--- config.mk ---
export PLATFORM = sky130hd
export DESIGN_NAME = alu_issue_sequencer
export DESIGN_NICKNAME = d
export VERILOG_FILES = /design/src/rtl/alu_seq_pkg.sv /design/src/rtl/seq_inst_fifo.sv /design/src/rtl/alu_issue_sequencer.sv
export SDC_FILE = /design/constraint.sdc
export NUM_CORES = 1
export LEC_CHECK = 0
export CORE_MARGIN = 2
export CORE_UTILIZATION = 55
export CTS_CLUSTER_SIZE = 40
export DETAILED_ROUTE_END_ITERATION = 8
export PLACE_DENSITY = 0.82
export SLEW_MARGIN = 40
export SYNTH_ARGS = -nofsm -noshare
export SYNTH_HDL_FRONTEND = slang
export SYNTH_SLANG_ARGS = --single-unit
--- constraint.sdc ---
create_clock -name clk -period 2.9 [get_ports clk]
set_input_delay 0.87 -clock clk [delete_from_list [all_inputs] [get_ports clk]]
set_output_delay 0.87 -clock clk [all_outputs]
set_load 0.02 [all_outputs]
--- src/rtl/alu_seq_pkg.sv ---
// Shared definitions for the ALU issue sequencer: FSM state type,
// write-back opcode and instruction field positions.
package alu_seq_pkg;

  typedef enum logic [2:0] {
    ST_IDLE = 3'd0,
    ST_READ = 3'd1,
    ST_EXEC = 3'd2,
    ST_WB   = 3'd3,
    ST_RESP = 3'd4
  } seq_state_t;

  // Only this opcode writes its result back into the register file
  localparam logic [2:0] OPC_WB = 3'b011;

  // Instruction layout: regw[15:13] reg1[12:10] reg2[9:7] func[6:3] opcode[2:0]
  localparam int REGW_MSB = 15;
  localparam int REGW_LSB = 13;
  localparam int REG1_MSB = 12;
  localparam int REG1_LSB = 10;
  localparam int REG2_MSB = 9;
  localparam int REG2_LSB = 7;
  localparam int FUNC_MSB = 6;
  localparam int FUNC_LSB = 3;
  localparam int OPC_MSB  = 2;
  localparam int OPC_LSB  = 0;

endpackage

--- src/rtl/seq_inst_fifo.sv ---
// Instruction buffer for the issue sequencer. Wrap-around pointers carry
// one extra bit so full and empty are distinguishable. flush clears it.
module seq_inst_fifo
  import alu_seq_pkg::*;
#(
  parameter int DEPTH = 4,
  parameter int W     = 16
) (
  input  logic         clk,
  input  logic         rst_n,
  input  logic         flush,
  input  logic         push,
  input  logic [W-1:0] wdata,
  input  logic         pop,
  output logic [W-1:0] rdata,
  output logic         full,
  output logic         empty
);

  localparam int AW = (DEPTH > 1) ? $clog2(DEPTH) : 1;

  logic [AW:0]  r_wptr;
  logic [AW:0]  r_rptr;
  logic [W-1:0] r_mem [DEPTH];

  logic w_push_ok;
  logic w_pop_ok;

  assign w_push_ok = push && !full && !flush;
  assign w_pop_ok  = pop && !empty && !flush;

  assign empty = (r_wptr == r_rptr);
  assign full  = (r_wptr[AW] != r_rptr[AW]) && (r_wptr[AW-1:0] == r_rptr[AW-1:0]);
  assign rdata = r_mem[r_rptr[AW-1:0]];

  // Pointer update; reset and flush both return the buffer to empty
  always_ff @(posedge clk) begin
    if (!rst_n || flush) begin
      r_wptr <= '0;
      r_rptr <= '0;
    end else begin
      if (w_push_ok) r_wptr <= r_wptr + 1'b1;
      if (w_pop_ok)  r_rptr <= r_rptr + 1'b1;
    end
  end

  // Storage write; contents need no reset since the pointers gate reads
  always_ff @(posedge clk) begin
    if (rst_n && w_push_ok) r_mem[r_wptr[AW-1:0]] <= wdata;
  end

endmodule

--- src/rtl/alu_issue_sequencer.sv ---
// Multi-cycle issue controller: buffers instructions, then runs
// READ -> EXEC -> (WB) -> RESP for one instruction at a time.
// Optional retirement counter enabled by defining SEQ_RETIRE_CNT_EN.
module alu_issue_sequencer
  import alu_seq_pkg::*;
#(
  parameter int FIFO_DEPTH = 4,
  parameter int INST_W     = 16,
  parameter int DATA_W     = 8
) (
  input  logic              clk,
  input  logic              rst_n,
  input  logic              inst_valid,
  input  logic [INST_W-1:0] inst_data,
  output logic              inst_ready,
  input  logic              flush,
  output logic [2:0]        rf_rd_addr1,
  output logic [2:0]        rf_rd_addr2,
  output logic [3:0]        alu_ctrl,
  input  logic [DATA_W-1:0] alu_result,
  input  logic              alu_zero,
  output logic              rf_wr_en,
  output logic [2:0]        rf_wr_addr,
  output logic [DATA_W-1:0] rf_wr_data,
  output logic              res_valid,
  output logic [DATA_W-1:0] res_data,
  output logic              res_zero,
  input  logic              res_ready,
  output logic              busy
`ifdef SEQ_RETIRE_CNT_EN
  ,
  output logic [7:0]        retired_cnt
`endif
);

  seq_state_t r_state;
  seq_state_t w_state_next;

  logic [INST_W-1:0] r_ir;
  logic [DATA_W-1:0] r_res_data;
  logic              r_res_zero;

  logic              w_push;
  logic              w_pop;
  logic              w_load_res;
  logic [INST_W-1:0] w_fifo_dout;
  logic              w_full;
  logic              w_empty;

  // Flush beats a simultaneous push; nothing is accepted during reset
  assign w_push = rst_n && inst_valid && !w_full && !flush;

  seq_inst_fifo #(
    .DEPTH (FIFO_DEPTH),
    .W     (INST_W)
  ) u_fifo (
    .clk   (clk),
    .rst_n (rst_n),
    .flush (flush),
    .push  (w_push),
    .wdata (inst_data),
    .pop   (w_pop),
    .rdata (w_fifo_dout),
    .full  (w_full),
    .empty (w_empty)
  );

  // Next-state logic; pops happen from IDLE or on a RESP handshake
  always_comb begin
    w_state_next = r_state;
    w_pop        = 1'b0;
    w_load_res   = 1'b0;
    case (r_state)
      ST_IDLE: begin
        if (!flush && !w_empty) begin
          w_pop        = 1'b1;
          w_state_next = ST_READ;
        end
      end
      ST_READ: begin
        w_state_next = flush ? ST_IDLE : ST_EXEC;
      end
      ST_EXEC: begin
        if (flush) begin
          w_state_next = ST_IDLE;
        end else begin
          w_load_res   = 1'b1;
          w_state_next = (r_ir[OPC_MSB:OPC_LSB] == OPC_WB) ? ST_WB : ST_RESP;
        end
      end
      ST_WB: begin
        // The write strobe is already out this cycle, so flush only skips RESP
        w_state_next = flush ? ST_IDLE : ST_RESP;
      end
      ST_RESP: begin
        if (flush) begin
          w_state_next = ST_IDLE;
        end else if (res_ready) begin
          if (!w_empty) begin
            w_pop        = 1'b1;
            w_state_next = ST_READ;
          end else begin
            w_state_next = ST_IDLE;
          end
        end
      end
      default: w_state_next = ST_IDLE;
    endcase
  end

  // State register
  always_ff @(posedge clk) begin
    if (!rst_n) r_state <= ST_IDLE;
    else        r_state <= w_state_next;
  end

  // Instruction register, loaded on every pop and held until the next one
  always_ff @(posedge clk) begin
    if (!rst_n)     r_ir <= '0;
    else if (w_pop) r_ir <= w_fifo_dout;
  end

  // Result capture while the ALU output is valid in EXEC
  always_ff @(posedge clk) begin
    if (!rst_n) begin
      r_res_data <= '0;
      r_res_zero <= 1'b0;
    end else if (w_load_res) begin
      r_res_data <= alu_result;
      r_res_zero <= alu_zero;
    end
  end

`ifdef SEQ_RETIRE_CNT_EN
  logic [7:0] r_retired;

  // Saturating count of result handshakes; flush leaves it alone
  always_ff @(posedge clk) begin
    if (!rst_n) begin
      r_retired <= '0;
    end else if ((r_state == ST_RESP) && res_ready && (r_retired != 8'hFF)) begin
      r_retired <= r_retired + 8'd1;
    end
  end

  assign retired_cnt = rst_n ? r_retired : 8'd0;
`endif

  // Every output is forced to zero while reset is held
  assign inst_ready  = rst_n && !w_full;
  assign rf_rd_addr1 = rst_n ? r_ir[REG1_MSB:REG1_LSB] : 3'd0;
  assign rf_rd_addr2 = rst_n ? r_ir[REG2_MSB:REG2_LSB] : 3'd0;
  assign alu_ctrl    = rst_n ? r_ir[FUNC_MSB:FUNC_LSB] : 4'd0;
  assign rf_wr_addr  = rst_n ? r_ir[REGW_MSB:REGW_LSB] : 3'd0;
  assign rf_wr_en    = rst_n && (r_state == ST_WB);
  assign rf_wr_data  = rst_n ? r_res_data : '0;
  assign res_valid   = rst_n && (r_state == ST_RESP);
  assign res_data    = rst_n ? r_res_data : '0;
  assign res_zero    = rst_n && r_res_zero;
  assign busy        = rst_n && ((r_state != ST_IDLE) || !w_empty);

endmodule

==> summary.md <==
| Metric | Value |
|---|---|
| Clock skew | 0.00896 ns |
| Area of the multi-input gates | around 0.0013 sq mm |
| Hold crit path type | reg -> reg |
| Antenna Cells | 0 |
| # IOs | 64 |
| Max stage delay cell, worst path | clkdlybuf4s50_1 |
| Synth Register Bits | 98 |
| Crit Path Category | in -> out |
| Fmax | approximately 360 MHz |
| Antenna Nets Post-Route | 0 |
| Crit-path cells | buf_2, buf_12, and2_1, clkdlybuf4s50_1 |
| WL/cell | about 15 um |
| FF+latch area | 0.00261 sq mm |
| Leading area contributor after synthesis | edfxtp_1 |
| Critical Path Sink Type | output port |
| Placer congestion estimate | between 0.7 and 0.8 |
| Post-CTS Setup Bufs | 0 |
| GR Overflow Total | 0 |
| Clk_lat worst skew | around 0.36 ns |
| Pwr dens | 493 mW/mm^2 |
| Routed via count | 2477 |
| Final period utilization | 0.967 |
| MaxCap Viol Count | 0 |
| Core area | ~0.0073 sq mm |
| Worst endpoint data arrival time | around 1.9 ns |
| CP top delay family | buffers and inverters |
| Main synth FF type | edfxtp_1 |
| Slew @ Worst Pin | about 0.49 ns |
| Worst path max stage delay | roughly 0.6 ns |
| Async SR Flop Fraction | 0 |
| Top-count cell post-synth | edfxtp_1 |
| Slew HR | 0.674 |
| Global-route wire length before repair | approximately 12000 um |
| Die Y-Extent | ~90 um |
| Dpl cells | 455 |
| Status | finished, final reports clean |
| Fillers | 496 |
| Final worst path period need | about 2.8 ns |
| Largest buffer count on any clock path | 2 |
| Routed vias/inst | roughly 5.3 |
| Post-synth cell types | between 40 and 50 |
| Die ar. | 0.00816 sq mm |
| Number of enable flip-flop cells after synthesis | 64 |
| Initial core utilization | 0.565 |
| Total clock sinks | 98 |
| Synth Cell Area | 0.00410 sq mm |
| Post-DP HPWL | 5010 um |
| Fin area | about 0.005 sq mm |
| Clk slew on worst S/H paths | roughly 0.10 ns |
| Leak | around 2.0 nW |
| Unrepaired setup endpoints after global routing | false |
| Crit Path Max Fanout | 29 |
| Nets@finish | about 400 |
| Share of layout cells above drive strength 1 | 0.167 |
| Yosys top cell area share | 0.469 |
| Total Routing Usage GR | 0.186 |
| H-tree levels | 3 |
| TritonCTS Buffers | 9 |
| DRT iter0 DRCs | 110 |
| Setup Viol. Count Final | 0 |
| Number of placement rows | 31 |
| Startpoint Class | input pin |
| Synth warn | 0 |
| Most frequent cells after synthesis | 64 x edfxtp_1, 52 x nand2_1, 34 x dfxtp_1 |
| Vias in the first global route | 2415 |
| Seq/Total Area, Yosys | 0.635 |
| Detailed Route WL | roughly 7200 um |
| Instance count of the mapped netlist | around 300 |
| Worst ir drop on vdd | 0.298 mV |
| Endpoints failing hold | 0 |
| Final number of max-transition violations | 0 |
| Synth-to-layout area growth | 24.4% |
| CP bufs+invs | 3 |
| Net Count, Synth | ~330 |
| Mean Syn Cell Area | 13.8 sq um |
| Die width | 90.3 um |
| Synth area leaders | edfxtp_1 47%, dfxtp_1 17%, mux4_2 8.8% |
| DR pass1 iterations | 4 |
| Placed instance area | ~0.005 sq mm |
| Post-Layout Cell Count | ~470 |
| Port Buffers | between 60 and 70 |
| Setup TNS | 0 ns |
| Initial antenna violation count | 0 |
| CTS tree | done |
| Pin count of the biggest net entering global routing | 30 |
| Number of remaining DRC errors | 0 |
| Root buffer cell | clkbuf_8 |
| Required @ worst endpoint | 2.03 ns |
[registers in the layout (all words and copies together), names as in the netlist]
name,flops
r_ir,16
r_res_data,8
r_res_zero,1
r_state,3
u_fifo.r_mem,64
u_fifo.r_rptr,3
u_fifo.r_wptr,3
[report_power, final]
| group | total (mW) | internal, mW | switching [mW] |
|---|---|---|---|
| logic | 0.186 | 0.0985 | 0.0877 |
| registers | 1.52 | 1.51 | 0.0128 |
| clock network | 0.811 | 0.329 | 0.482 |
[stage by stage]
stage	hold slack, ns	util	total power, mW	setup slack (ns)
floorplan	0.430	-	1.64	0.171
global placement	0.437	0.672	1.73	0.107
detailed placement	0.443	0.672	1.74	0.0716
CTS	0.458	0.701	2.54	0.00363
global route	0.483	0.703	2.61	0.0256
finish	0.454	0.703	2.51	0.0963
[layout by cell type (no fill, tap or decap), types with 3 or more instances in the layout]
cell / synthesis / final
and3_1: 5 / 5
buf_4: 10 / 12
ha_1: 5 / 5
a21boi_0: 7 / 7
clkbuf_8: 0 / 9
dfxtp_1: 34 / 31
nor2_1: 7 / 7
dfxtp_2: 0 / 3
buf_12: 0 / 4
nand2_1: 52 / 52
edfxtp_1: 64 / 64
xor2_1: 3 / 3
o21ai_0: 4 / 4
mux4_2: 16 / 16
mux2i_1: 17 / 17
clkdlybuf4s50_1: 0 / 60
inv_1: 16 / 16
and2_1: 9 / 9
nand3_1: 3 / 3
a21oi_1: 3 / 3
[cells by family after synthesis]
| kind of cell | synth area share |
|---|---|
| AND/OR/NAND/NOR | 0.106 |
| flip-flops | 0.635 |
| multiplexers | 0.129 |
| buffers and inverters | 0.0482 |
| XOR/XNOR | 0.0150 |
| AO/OA/AOI/OAI | 0.0516 |
| adder cells (fa/ha/maj) | 0.0153 |
[final cells by class]
class | count | area share
clock buffers | 9 | 0.0243
multi-input cells | 162 | 0.258
clock inverters | 7 | 0.0118
flip-flops and latches | 98 | 0.511
repair buffers | 80 | 0.159
inverters | 16 | 0.0118
well taps | 99 | 0.0243
[worst paths after layout]
| check | startpoint | to | slack [ns] | cells past startpoint |
|---|---|---|---|---|
| worst max-delay path | rst_n | rf_wr_data[5] | 0.1 | 4 |
| worst min register to register | r_res_data[4] | r_res_data[4] | 0.45 | 2 |
| worst max register to register | u_fifo.r_rptr[0] | u_fifo.r_mem[2][8] | 0.98 | 5 |
| worst min-delay path | r_res_data[4] | r_res_data[4] | 0.45 | 2 |
[per-layer routing]
metal / vias to the layer above / track usage / part of all wire
met5: - / 0 / 0
met4: 0 / 0.0718 / 0.017
met3: 12 / 0.0593 / 0.042
met2: 60 / 0.315 / 0.51
met1: 1197 / 0.223 / 0.43
li1: 1208 / - / -
[repair_timing]
| action | CTS | global route |
|---|---|---|
| hold buffers | 0 | 0 |
| setup endpoints to repair | 1 | 2 |
| gates resized for setup | 5 | 6 |
| cloned | 0 | 0 |
[tightest hold or removal path: stages, from the launching register on]
cell and delay, ns:
dfxtp_1 0.32, nand2_1 0.05, a21boi_1 0.05
Note: power is estimated with default switching activity, not from simulation.
